[src/rtl/irq_ctrl.sv]
// irq_ctrl: fixed-priority interrupt aggregator with claim/complete
// handshake feeding the single external_int line of the cpu core.
module irq_ctrl #(
  parameter int N_SRC = 8
) (
  input  logic             clk,
  input  logic             rst,
  input  logic [N_SRC-1:0] src_irq,
  input  logic [2:0]       bus_addr,
  input  logic             bus_ren,
  input  logic             bus_wen,
  input  logic [31:0]      bus_wdata,
  output logic [31:0]      bus_rdata,
  output logic             external_int
);

  localparam logic [2:0] A_PEND  = 3'd0;
  localparam logic [2:0] A_EN    = 3'd1;
  localparam logic [2:0] A_EDGE  = 3'd2;
  localparam logic [2:0] A_CLAIM = 3'd3;
  localparam logic [2:0] A_INSV  = 3'd4;

  logic [N_SRC-1:0] s1, s2, s3;
  logic [N_SRC-1:0] pend_q;
  logic [N_SRC-1:0] enable;
  logic [N_SRC-1:0] edge_mode;
  logic [N_SRC-1:0] inservice;

  logic [N_SRC-1:0] rise;
  logic [N_SRC-1:0] pend;
  logic [N_SRC-1:0] act;
  logic [N_SRC-1:0] cand_oh;
  logic [N_SRC-1:0] cmp_oh;
  logic [N_SRC-1:0] claim_oh;
  logic [N_SRC-1:0] done_oh;
  logic [N_SRC-1:0] w1c;
  logic [31:0]      cand_id;
  logic [31:0]      rd_mux;
  logic             rd_en;
  logic             claim;

  function automatic logic [31:0] zx(input logic [N_SRC-1:0] v);
    zx = '0;
    zx[N_SRC-1:0] = v;
  endfunction

  assign rise = s2 & ~s3;
  // level sources mirror the synchronizer directly
  assign pend = (edge_mode & pend_q) | (~edge_mode & s2);
  assign act  = pend & enable & ~inservice;

  // a simultaneous write wins and suppresses the read entirely
  assign rd_en = bus_ren & ~bus_wen;
  assign claim = rd_en && (bus_addr == A_CLAIM);

  always_comb begin
    cand_oh = '0;
    cand_id = '0;
    for (int i = N_SRC - 1; i >= 0; i--) begin
      if (act[i]) begin
        cand_oh    = '0;
        cand_oh[i] = 1'b1;
        cand_id    = 32'(i + 1);
      end
    end
  end

  always_comb begin
    cmp_oh = '0;
    for (int i = 0; i < N_SRC; i++) begin
      cmp_oh[i] = (bus_wdata == 32'(i + 1));
    end
  end

  assign claim_oh = claim ? cand_oh : '0;
  assign done_oh  = (bus_wen && bus_addr == A_CLAIM) ? cmp_oh : '0;
  assign w1c      = (bus_wen && bus_addr == A_PEND)
                  ? (bus_wdata[N_SRC-1:0] & edge_mode) : '0;

  always_comb begin
    rd_mux = '0;
    case (bus_addr)
      A_PEND:  rd_mux = zx(pend);
      A_EN:    rd_mux = zx(enable);
      A_EDGE:  rd_mux = zx(edge_mode);
      A_CLAIM: rd_mux = cand_id;
      A_INSV:  rd_mux = zx(inservice);
      default: rd_mux = '0;
    endcase
  end

  always_ff @(posedge clk) begin
    if (rst) begin
      s1           <= '0;
      s2           <= '0;
      s3           <= '0;
      pend_q       <= '0;
      enable       <= '0;
      edge_mode    <= '0;
      inservice    <= '0;
      bus_rdata    <= '0;
      external_int <= 1'b0;
    end else begin
      s1 <= src_irq;
      s2 <= s1;
      s3 <= s2;
      // rise is OR-ed last so a same-cycle set beats claim/W1C
      pend_q <= ((pend_q & ~(w1c | claim_oh)) | rise) & edge_mode;
      inservice <= (inservice | claim_oh) & ~done_oh;
      if (bus_wen && bus_addr == A_EN)
        enable <= bus_wdata[N_SRC-1:0];
      if (bus_wen && bus_addr == A_EDGE)
        edge_mode <= bus_wdata[N_SRC-1:0];
      if (rd_en)
        bus_rdata <= rd_mux;
      external_int <= |act;
    end
  end

endmodule

[config.mk]
export PLATFORM = sky130hd
export DESIGN_NAME = irq_ctrl
export DESIGN_NICKNAME = d
export VERILOG_FILES = /design/src/rtl/irq_ctrl.sv
export SDC_FILE = /design/constraint.sdc
export NUM_CORES = 1
export LEC_CHECK = 0
export CAP_MARGIN = 20
export CORE_ASPECT_RATIO = 1.75
export CORE_MARGIN = 4
export CORE_UTILIZATION = 40
export DETAILED_ROUTE_END_ITERATION = 8
export PLACE_DENSITY = 0.78
export SETUP_SLACK_MARGIN = 0.3
export SLEW_MARGIN = 20
export SYNTH_ARGS = -nofsm -noshare
export SYNTH_HDL_FRONTEND = slang
export SYNTH_SLANG_ARGS = --single-unit
export TNS_END_PERCENT = 20
[constraint.sdc]
create_clock -name clk -period 2.4 [get_ports clk]
set_input_delay 0.48 -clock clk [delete_from_list [all_inputs] [get_ports clk]]
set_output_delay 0.48 -clock clk [all_outputs]
set_load 0.005 [all_outputs]
==> impl_metrics.ini <==
[synthesis]
yosysTopAreaCell = dfxtp_1
synth_cell_type_count = 54
yosysSeqAreaShare = 0.409
synth-adder-area-share = 0
synth-seq-cells = 65
synthXorXnorAreaFrac = 0
ys_async_sr_fraction = 0
yosys.area_share.simple = 0.260
synthesis.area_um2 = 3180
synth_top_area_frac = 0.409
synth_top_family_by_area = simple AND/OR/NAND/NOR gates
muxShareOfSynthArea = 0.0531
synth.avg_cell_area_um2 = 8.80
synth-edff-count = 0
ys.flop_type = dfxtp_1
synth_warnings = 0
syn_inst = 361
ys_top_cells_by_area = dfxtp_1 (41%), nor2b_1 (6.3%), buf_4 (5.7%)
synth-compound-area-share = 0.189

[floorplan]
core_area_um2 = 7670
start_util = 0.414
dieArea_um2 = 9490
num_rows = 42
die_h_um = 126
num_io_pins = 80
die_width_um = 75.4

[clock_network]
cts_buffers = 9
cts-root-buf = clkbuf_16
clk_latency_ns = 0.33
cts_sinks = 65
clockBufferDepth = 2
clk_pin_slew_ns = 0.05
post-cts-setup-buffers = 0
htree_levels = 3
cts_tree = built
postCtsHoldBufs = 0

[final_layout]
fin_util = 0.548
layout_common_cells = dfxtp_1 (65), clkdlybuf4s50_1 (54), nor2b_1 (32), nand2_1 (31), conb_1 (24)
finalNonFillerCells = 527
drive_above_1_share = 0.132
final_cell_area_um2 = 4210
fin_nets = 484
layout_commonest_cell = dfxtp_1
area_growth_pct = 32.3
num_antenna_cells = 0

[critical_path]
path_delay_family = buffers and inverters
cpPeakStageDelay_ns = 0.44
reg2reg_depth = 5
cp-start-kind = primary input
crit_buf_inv = 3
cp_cell_sequence = clkdlybuf4s50_1 > buf_4 > or2_2 > nor3b_2 > buf_4 > nand2_1 > a32oi_1 > nor3b_1
critPathRequiredTime_ns = 2.61
worst-path-stages = 8
arrival_ns = 2.22
cp-end-kind = flop
crit_type = primary input to flop
slowest_stage = clkdlybuf4s50_1
crit_fanout = 15
crit_top_cell = buf_4

[sta]
final_max_slew_viol_count = 0
relSlewSlack = 0.567
finalCriticalPeriod_ns = 2.01
finalCritPeriodShare = 0.837
worst_slew_pin_slew_ns = 0.650
hold_viol_final = 0
setup_viol = 0
rsz0062_at_grt = yes
clock_skew_ns = 0.00868
fmax_mhz = 498

[run]
maxCapViolCount = 0

[pwr]
irDropWorstVdd_uv = 335
powerDensity_nw_per_um2 = 612
totalPowerFinal_mw = 2.57
leakage_nw = 1.48

[status]
status = finished clean

[detailed_routing]
drt-vias-per-instance = 5.39
vias = 2842
antenna_left = 0
wl_per_cell_um = 16.5
firstDrtPassIters = 4
drt_drc_violations_left = 0
wl_um = 8720
drtIter0Drc = 213

[global_route]
grt_pass1_vias = 2820
grt_max_degree = 35
grt_pass1_wl_um = 13800
track_usage = 0.196
grt_overflow = 0
antenna_found_initial = 0

[min_path]
holdPathStages = 1
hp-class = flop to flop

[placed_design]
numPortBuffers = 55
gp_congestion = 0.887
dp_hpwl_um = 6720
place_inst = 514
place_area_um2 = 3900
routing by layer:
| metal | up-vias | part of all wire | GRT usage | wire, um |
|---|---|---|---|---|
| li1 | 1392 | - | - | - |
| met2 | 108 | 0.52 | 0.312 | 4520 |
| met1 | 1306 | 0.36 | 0.203 | 3130 |
| met4 | 0 | 0.064 | 0.162 | 560 |
| met5 | - | 0 | 0 | 0 |
| met3 | 36 | 0.058 | 0.0550 | 505 |
registers in the layout, summed over array words and instances, names as in the netlist:
register / count
inservice: 8
bus_rdata: 8
enable: 8
s2: 8
s3: 8
pend_q: 8
s1: 8
edge_mode: 8
external_int: 1
stage by stage:
stage / setup TNS (ns) / hold slack, ns / setup WS (ns)
floorplan: 0 / 0.414 / 0.589
global placement: -0.701 / 0.416 / -0.111
detailed placement: -0.489 / 0.427 / -0.0845
CTS: 0 / 0.439 / 0.316
global route: 0 / 0.455 / 0.281
finish: 0 / 0.435 / 0.392
layout make-up:
| cell class | instances | area, um^2 |
|---|---|---|
| Multi-Input combinational cell | 270 | 1720 |
| Tap cell | 88 | 110 |
| Clock buffer | 13 | 270 |
| Inverter | 11 | 41.3 |
| Sequential cell | 65 | 1300 |
| Timing Repair Buffer | 80 | 758 |
| Fill cell | 722 | 3470 |
path summary, 6_finish.rpt:
| kind | startpoint | to | slack (ns) |
|---|---|---|---|
| worst max register to register | edge_mode[4]$_SDFFE_PP0P_ | inservice[7]$_SDFF_PP0_ | 0.50 |
| worst max-delay path | bus_addr[0] | pend_q[3]$_SDFF_PP0_ | 0.39 |
| worst min register to register | s1[1]$_SDFF_PP0_ | s2[1]$_SDFF_PP0_ | 0.43 |
| worst min-delay path | s1[1]$_SDFF_PP0_ | s2[1]$_SDFF_PP0_ | 0.43 |
synthesized netlist by cell type, types with 3 or more instances:
library cell,count
dfxtp_1,65
o21ai_0,14
nor2_1,21
a22o_1,4
nand2_1,31
nand3b_1,4
buf_4,24
a211oi_1,4
o22ai_1,4
a32oi_1,5
a21oi_1,21
a21o_1,4
nor3_1,4
inv_1,11
nand2b_1,6
nor4_1,5
clkbuf_1,12
a2bb2oi_1,4
a31oi_1,9
nor3b_1,13
mux2_2,3
mux2i_1,12
nand3_1,5
a211oi_2,3
nand4_1,4
nor2b_1,32
power breakdown:
| group | total, mW | internal [mW] | leakage [nW] | switching, mW |
|---|---|---|---|---|
| Sequential | 1.12 | 1.11 | 0.529 | 0.0150 |
| Combinational | 0.261 | 0.139 | 0.813 | 0.123 |
| Clock | 1.19 | 0.764 | 0.134 | 0.424 |
what timing repair did:
item | in CTS | in global routing
setup endpoints to repair | 7 | 10
gates resized for setup | 3 | 4
pin swaps | 1 | 3
cells by family (layout without fill, tap and decap cells):
family          count (synthesis)  in the layout
other cells                     1             24
buf+inv                        49            104
compound gates                 86             86
mux                            16             16
simple gates                  144            144
flops                          65             65
(Power assumes the default switching activity.)
